<file path="src/rtl/keccak_absorb_pkg.sv">
// Shared types, state encoding and sizing helpers for the Keccak absorb sequencer.
// Beat remasking is an optional build feature selected by KECCAK_ABSORB_REMASK_EN.
package keccak_absorb_pkg;

    localparam int DEF_RATE   = 128;
    localparam int DEF_W      = 16;
    localparam int DEF_SHARES = 2;
    localparam int DEF_LANES  = 8;
    localparam int DEF_SLICES = 1;

    typedef logic [DEF_SHARES-1:0][DEF_RATE/DEF_W-1:0][DEF_W-1:0] Block_t;
    typedef logic [DEF_SHARES-1:0][DEF_LANES-1:0][DEF_SLICES-1:0] Beat_t;

    typedef enum logic [1:0] {IDLE, FEED, PERM, SQUEEZE} state_e;

    // Beats per block: lane groups times slice steps, slice step innermost.
    function automatic int beat_count(input int rate, input int w,
                                      input int lanes, input int slices);
        return (rate / w / lanes) * (w / slices);
    endfunction

    function automatic int idx_w(input int n);
        return (n > 1) ? $clog2(n) : 1;
    endfunction

endpackage

</file>
<file path="src/rtl/keccak_absorb_seq_beat_mux.sv">
// Selects one beat (lane group, slice step) out of the registered shared block.
// With KECCAK_ABSORB_REMASK_EN the beat is refreshed with RandxDI on the way out.
module keccak_beat_mux
    import keccak_absorb_pkg::*;
#(
    parameter int RATE          = DEF_RATE,
    parameter int W             = DEF_W,
    parameter int SHARES        = DEF_SHARES,
    parameter int ABSORB_LANES  = DEF_LANES,
    parameter int ABSORB_SLICES = DEF_SLICES,
    parameter int N             = beat_count(RATE, W, ABSORB_LANES, ABSORB_SLICES),
    parameter int BW            = idx_w(N)
) (
    input  logic [SHARES-1:0][RATE/W-1:0][W-1:0]                   block_i,
    input  logic [BW-1:0]                                          beat_i,
`ifdef KECCAK_ABSORB_REMASK_EN
    input  logic [SHARES-2:0][ABSORB_LANES-1:0][ABSORB_SLICES-1:0] rand_i,
`endif
    output logic [SHARES-1:0][ABSORB_LANES-1:0][ABSORB_SLICES-1:0] beat_o
);

    localparam int NS = W / ABSORB_SLICES;

    logic [SHARES-1:0][ABSORB_LANES-1:0][N-1:0][ABSORB_SLICES-1:0] opts;
    logic [SHARES-1:0][ABSORB_LANES-1:0][ABSORB_SLICES-1:0]        sel;

    // Beat index b maps to group b/NS and slice step b%NS.
    for (genvar i = 0; i < SHARES; i++) begin : g_share
        for (genvar j = 0; j < ABSORB_LANES; j++) begin : g_lane
            for (genvar b = 0; b < N; b++) begin : g_opt
                assign opts[i][j][b] =
                    block_i[i][(b / NS) * ABSORB_LANES + j][(b % NS) * ABSORB_SLICES +: ABSORB_SLICES];
            end
            assign sel[i][j] = opts[i][j][beat_i];
        end
    end

`ifdef KECCAK_ABSORB_REMASK_EN
    logic [SHARES-2:0][ABSORB_LANES-1:0][ABSORB_SLICES-1:0] acc;

    // Every random slice enters twice, so the unshared value is preserved.
    assign acc[0] = rand_i[0];
    for (genvar i = 1; i < SHARES - 1; i++) begin : g_acc
        assign acc[i] = acc[i-1] ^ rand_i[i];
    end
    for (genvar i = 0; i < SHARES - 1; i++) begin : g_mask
        assign beat_o[i] = sel[i] ^ rand_i[i];
    end
    assign beat_o[SHARES-1] = sel[SHARES-1] ^ acc[SHARES-2];
`else
    assign beat_o = sel;
`endif

endmodule

</file>
<file path="src/rtl/keccak_absorb_seq.sv">
// Serialises one shared rate block into absorb beats for keccak_top, waits out the
// permutation and requests a squeeze after a last block. Remask: KECCAK_ABSORB_REMASK_EN.
module keccak_absorb_seq
    import keccak_absorb_pkg::*;
#(
    parameter int RATE          = DEF_RATE,
    parameter int W             = DEF_W,
    parameter int SHARES        = DEF_SHARES,
    parameter int ABSORB_LANES  = DEF_LANES,
    parameter int ABSORB_SLICES = DEF_SLICES
) (
    input  logic                                          ClkxCI,
    input  logic                                          RstxRI,
    input  logic                                          BlockValidxSI,
    output logic                                          BlockReadyxSO,
    input  logic [SHARES*(RATE/W)*W-1:0]                  BlockxDI,
    input  logic                                          LastxSI,
    output logic                                          StartAbsorbxSO,
    input  logic                                          CoreReadyxSI,
    output logic [SHARES*ABSORB_LANES*ABSORB_SLICES-1:0]  AbsorbSlicesxDO,
    output logic                                          StartSqueezexSO,
    output logic [15:0]                                   BlockCountxDO
`ifdef KECCAK_ABSORB_REMASK_EN
    ,
    input  logic [(SHARES-1)*ABSORB_LANES*ABSORB_SLICES-1:0] RandxDI
`endif
);

    localparam int N  = beat_count(RATE, W, ABSORB_LANES, ABSORB_SLICES);
    localparam int BW = idx_w(N);

    state_e                              state_q, state_d;
    logic [SHARES-1:0][RATE/W-1:0][W-1:0] block_q, block_d;
    logic                                last_q, last_d;
    logic [BW-1:0]                       beat_q, beat_d;
    logic                                seen_low_q, seen_low_d;
    logic [15:0]                         count_q, count_d;
    logic                                ready_q, ready_d;
    logic                                absorb_q, absorb_d;
    logic                                squeeze_q, squeeze_d;

    logic [SHARES-1:0][ABSORB_LANES-1:0][ABSORB_SLICES-1:0] beat_data;

    always_comb begin
        state_d    = state_q;
        block_d    = block_q;
        last_d     = last_q;
        beat_d     = beat_q;
        seen_low_d = seen_low_q;
        count_d    = count_q;
        unique case (state_q)
            IDLE: if (BlockValidxSI) begin
                block_d    = BlockxDI;
                last_d     = LastxSI;
                beat_d     = '0;
                seen_low_d = 1'b0;
                state_d    = FEED;
            end
            FEED: if (CoreReadyxSI) begin
                if (beat_q == BW'(N - 1)) begin
                    beat_d  = '0;
                    state_d = PERM;
                end else begin
                    beat_d = beat_q + BW'(1);
                end
            end
            // Permutation is done once ready has dropped and come back.
            PERM: if (!CoreReadyxSI) begin
                seen_low_d = 1'b1;
            end else if (seen_low_q) begin
                seen_low_d = 1'b0;
                count_d    = count_q + 16'd1;
                if (last_q) begin
                    state_d = SQUEEZE;
                end else begin
                    state_d = IDLE;
                    block_d = '0;
                    last_d  = 1'b0;
                end
            end
            SQUEEZE: begin
                state_d = IDLE;
                block_d = '0;
                last_d  = 1'b0;
            end
            default: state_d = IDLE;
        endcase
        ready_d   = (state_d == IDLE);
        absorb_d  = (state_d == FEED);
        squeeze_d = (state_d == SQUEEZE);
    end

    always_ff @(posedge ClkxCI or posedge RstxRI) begin
        if (RstxRI) begin
            state_q    <= IDLE;
            block_q    <= '0;
            last_q     <= 1'b0;
            beat_q     <= '0;
            seen_low_q <= 1'b0;
            count_q    <= '0;
            ready_q    <= 1'b1;
            absorb_q   <= 1'b0;
            squeeze_q  <= 1'b0;
        end else begin
            state_q    <= state_d;
            block_q    <= block_d;
            last_q     <= last_d;
            beat_q     <= beat_d;
            seen_low_q <= seen_low_d;
            count_q    <= count_d;
            ready_q    <= ready_d;
            absorb_q   <= absorb_d;
            squeeze_q  <= squeeze_d;
        end
    end

    keccak_beat_mux #(
        .RATE          (RATE),
        .W             (W),
        .SHARES        (SHARES),
        .ABSORB_LANES  (ABSORB_LANES),
        .ABSORB_SLICES (ABSORB_SLICES),
        .N             (N),
        .BW            (BW)
    ) u_mux (
        .block_i (block_q),
        .beat_i  (beat_q),
`ifdef KECCAK_ABSORB_REMASK_EN
        .rand_i  (RandxDI),
`endif
        .beat_o  (beat_data)
    );

    // Share data is only visible while a beat is offered.
    assign AbsorbSlicesxDO = absorb_q ? beat_data : '0;
    assign BlockReadyxSO   = ready_q;
    assign StartAbsorbxSO  = absorb_q;
    assign StartSqueezexSO = squeeze_q;
    assign BlockCountxDO   = count_q;

endmodule
</file>
<file path="config.mk">
export PLATFORM = sky130hd
export DESIGN_NAME = keccak_absorb_seq
export DESIGN_NICKNAME = d
export VERILOG_FILES = /design/src/rtl/keccak_absorb_pkg.sv /design/src/rtl/keccak_absorb_seq_beat_mux.sv /design/src/rtl/keccak_absorb_seq.sv
export SDC_FILE = /design/constraint.sdc
export NUM_CORES = 1
export LEC_CHECK = 0
export BUFFER_PORTS_ARGS = -buffer_cell sky130_fd_sc_hd__buf_2
export CORE_ASPECT_RATIO = 1.25
export CORE_MARGIN = 1.5
export CORE_UTILIZATION = 59
export DETAILED_ROUTE_END_ITERATION = 10
export GPL_ROUTABILITY_DRIVEN = 1
export PLACE_DENSITY = 0.86
export SLEW_MARGIN = 20
export SYNTH_ARGS = -nofsm -noshare
export SYNTH_HDL_FRONTEND = slang
export SYNTH_HIERARCHICAL = 1
export SYNTH_SLANG_ARGS = --single-unit
</file>
<file path="constraint.sdc">
create_clock -name ClkxCI -period 19.6 [get_ports ClkxCI]
set_input_delay 0.98 -clock ClkxCI [delete_from_list [all_inputs] [get_ports ClkxCI]]
set_output_delay 0.98 -clock ClkxCI [all_outputs]
set_load 0.1 [all_outputs]
</file>
==> summary.txt <==
Run status
  – Status: finished clean

Yosys
  – Syn_area_per_cell: 9.671 sq um
  – Synth warn: 6
  – Ys flop type: dfrtp_1
  – Post-synth cell types: 40
  – Number of flops mapped to enable cells by yosys: 0
  – Synthesized area: approximately 14,000 sq um
  – Cells after Synth: roughly 1,400
  – Seq/Total Area, Yosys: between 50% and 60%
  – Post-synth net total: 1,665
  – Post-synthesis register bit count: around 280
  – FFs w/ async S/R, synth: 100.0%

Pwr
  – PnR Total Power: 0.002587 W
  – Peak VDD IR: around 150 uV
  – Static leakage: just over 8 nW
  – Pwr/cell area: roughly 160 nW/um^2

Global route
  – First-pass GRT wire length: 54.73 mm
  – Largest net degree at the start of global routing: around 260
  – Vias in the first global route: 11,000
  – Remaining global-route overflow: 0
  – Initial antenna violation count: 3
  – GRT Overall Usage: between 20% and 30%

Clock tree
  – Reg clk slew, reported paths: roughly 70 ps
  – Clock sink total: around 280
  – Post-CTS setup buffers: 0
  – Root buffer cell: clkbuf_16
  – Hold buffer count at CTS: 0
  – # H-tree levels: 1
  – Skew-Pair Late Insertion Delay: 540 ps
  – CTS tree: yes
  – CTS buffer count: 28
  – CTS Buffer Depth: 3
  – Post-cts resize count: 0

Timing
  – Slew Viols, Final: 0
  – Setup TNS: 0 ps
  – Worst Tran Pin Value: approximately 1200 ps
  – Achievable frequency: around 0.22 GHz
  – RSZ-0062 raised after global routing: false
  – Worst setup margin: between 15,000 and 20,000 ps
  – Tmin final: 4488 ps
  – Slew HR: about a fifth
  – Final setup fails: 0
  – Period utilization: between 20% and 30%
  – Final hold violation count: 0
  – Clock skew: ~12 ps

Routing
  – DR DRC count: 0
  – Routed Antenna Nets: 0
  – Detailed Routing Iterations Pass 1: 5
  – Vias per cell: 5.679
  – DRT Wirelength: 34.30 mm
  – Routed WL per cell: ~18 um
  – DR iter-0 viols: about 950
  – Via count: about 11,000

Die
  – Die W: ~140 um
  – Die H: 172.2 um
  – Die area: between 20,000 and 25,000 sq um
  – IO Count: a little under 300
  – Initial core utilization: about three fifths
  – Cell Rows: 61
  – Core area: around 22,000 sq um

Worst setup path
  – Worst-path maximum fanout: 36
  – Worst Path Arrival: 3510 ps
  – Critical Path Source Type: flip-flop
  – Crit path kind: flip-flop to primary output
  – CP required: 18,620 ps
  – CP Capture Type: primary output

Finish
  – Layout cells sized above 1: between 20% and 30%
  – Multi-input logic area: just under 6000 sq um
  – NumNets Final: 1,890
  – Layout Utilization: a little under three quarters
  – Synthesis-to-finish area growth: 17.38%
  – Storage cell area: 7088 sq um
  – Fill cells: 1,647

Placed design
  – RePlAce Congestion: ~0.84
  – Port bufs: around 300
  – HPWL after DPL: ~22 mm
  – DP Worst Slack: between 15,000 and 20,000 ps

Worst hold path
  – HP Class: flip-flop to flip-flop

Run
  – Maxcap violations: 0
flip-flops by register name, indices dropped and copies added, names as in the netlist:
register         flops
BlockCountxDO       16
BlockReadyxSO        1
StartAbsorbxSO       1
StartSqueezexSO      1
beat_q               4
block_q            256
last_q               1
seen_low_q           1
state_q              2
worst max-delay path: stages (launching register included):
cell and delay [ps]:
dfrtp_4 830, buf_4 700, mux4_1 640, a22oi_1 230, nand2_1 80, and2_1 160, buf_2 300
where the power goes:
| group | total [W] | leakage (nW) | switching (W) | internal [W] |
|---|---|---|---|---|
| clock network | 0.000577 | 0.488 | 0.000227 | 0.000350 |
| registers | 0.00102 | 3.49 | 0.000164 | 0.000855 |
| logic | 0.000990 | 4.08 | 0.000605 | 0.000385 |
cell type report:
type,instances,area share [%]
inverter,9,0.2604
timing repair buffer,304,9.988
clock buffer,43,5.349
antenna,4,0.06312
tap,283,2.233
sequential,283,44.69
multi-input combinational,996,36.48
clock inverter,9,0.9310
routing by layer:
metal	up-vias	routed length [um]	track usage, %
li1	5171	-	-
met1	5240	13780	38.07
met2	456	16830	48.09
met3	100	2128	3.185
met4	0	1557	13.78
met5	-	0	0
cell usage after synthesis (3+ instances only):
cell | instances | area [sq um]
a211o_1 | 3 | 26.28
xnor2_1 | 9 | 78.83
nand4_1 | 6 | 37.54
o21ai_0 | 84 | 420.4
a22oi_1 | 32 | 240.2
a21oi_1 | 4 | 20.02
buf_2 | 15 | 75.07
nand2_1 | 538 | 2019
dfrtp_1 | 282 | 7057
clkbuf_1 | 63 | 236.5
nor3_1 | 4 | 20.02
buf_6 | 26 | 292.8
buf_4 | 5 | 37.54
mux4_1 | 10 | 262.8
inv_1 | 9 | 33.78
mux4_2 | 54 | 1216
and3_1 | 4 | 25.02
o21ai_1 | 180 | 900.9
nor2_1 | 11 | 41.29
xor2_1 | 6 | 52.55
nand3_1 | 7 | 35.03
ha_1 | 7 | 87.58
and2_1 | 19 | 118.9
placed cells by master (no fill, tap or decap), types with 5 or more instances in the layout:
cell type | synthesis | final
buf_4 | 5 | 5
dfrtp_1 | 282 | 280
mux4_1 | 10 | 10
inv_1 | 9 | 8
xnor2_1 | 9 | 9
o21ai_1 | 180 | 180
clkbuf_8 | 0 | 7
nand3_1 | 7 | 7
ha_1 | 7 | 7
and2_1 | 19 | 19
o21ai_0 | 84 | 84
xor2_1 | 6 | 6
nor2_1 | 11 | 9
mux4_2 | 54 | 54
nand4_1 | 6 | 6
a22oi_1 | 32 | 32
buf_2 | 15 | 295
clkbuf_16 | 0 | 29
clkbuf_1 | 63 | 7
nand2_1 | 538 | 538
logic make-up after synthesis:
| kind of cell | after synthesis | share of synthesized area, % |
|---|---|---|
| mux | 65 | 11.03 |
| xor+xnor | 15 | 0.9724 |
| simple gates | 599 | 17.58 |
| fa+ha+maj | 7 | 0.6482 |
| buf+inv | 118 | 5.001 |
| compound gates | 310 | 12.34 |
| flops | 283 | 52.43 |
final timing paths:
path | start | to | slack (ps) | cells after the start
hold / removal | BlockCountxDO[15] | BlockCountxDO[15] | 460 | 1
hold reg to reg | BlockCountxDO[15] | BlockCountxDO[15] | 460 | 1
max in group asynchronous | RstxRI | block_q[121] | 17500 | 3
setup / recovery | beat_q[0] | AbsorbSlicesxDO[15] | 15110 | 6
setup reg to reg | state_q[1] | block_q[23] | 15700 | 8
min in group asynchronous | RstxRI | block_q[161] | 650 | 2
stage by stage:
| stage | cells | instance area, sq um | hold slack [ps] |
|---|---|---|---|
| after global placement | 1874 | 14810 | 452.2 |
| after global routing | 1930 | 15860 | 481.0 |
| after detailed placement | 1874 | 14810 | 453.5 |
| final | 1931 | 15860 | 461.6 |
| after CTS | 1926 | 15800 | 464.8 |
| after floorplan | 1397 | 13510 | 441.6 |
(Power assumes the default switching activity.)
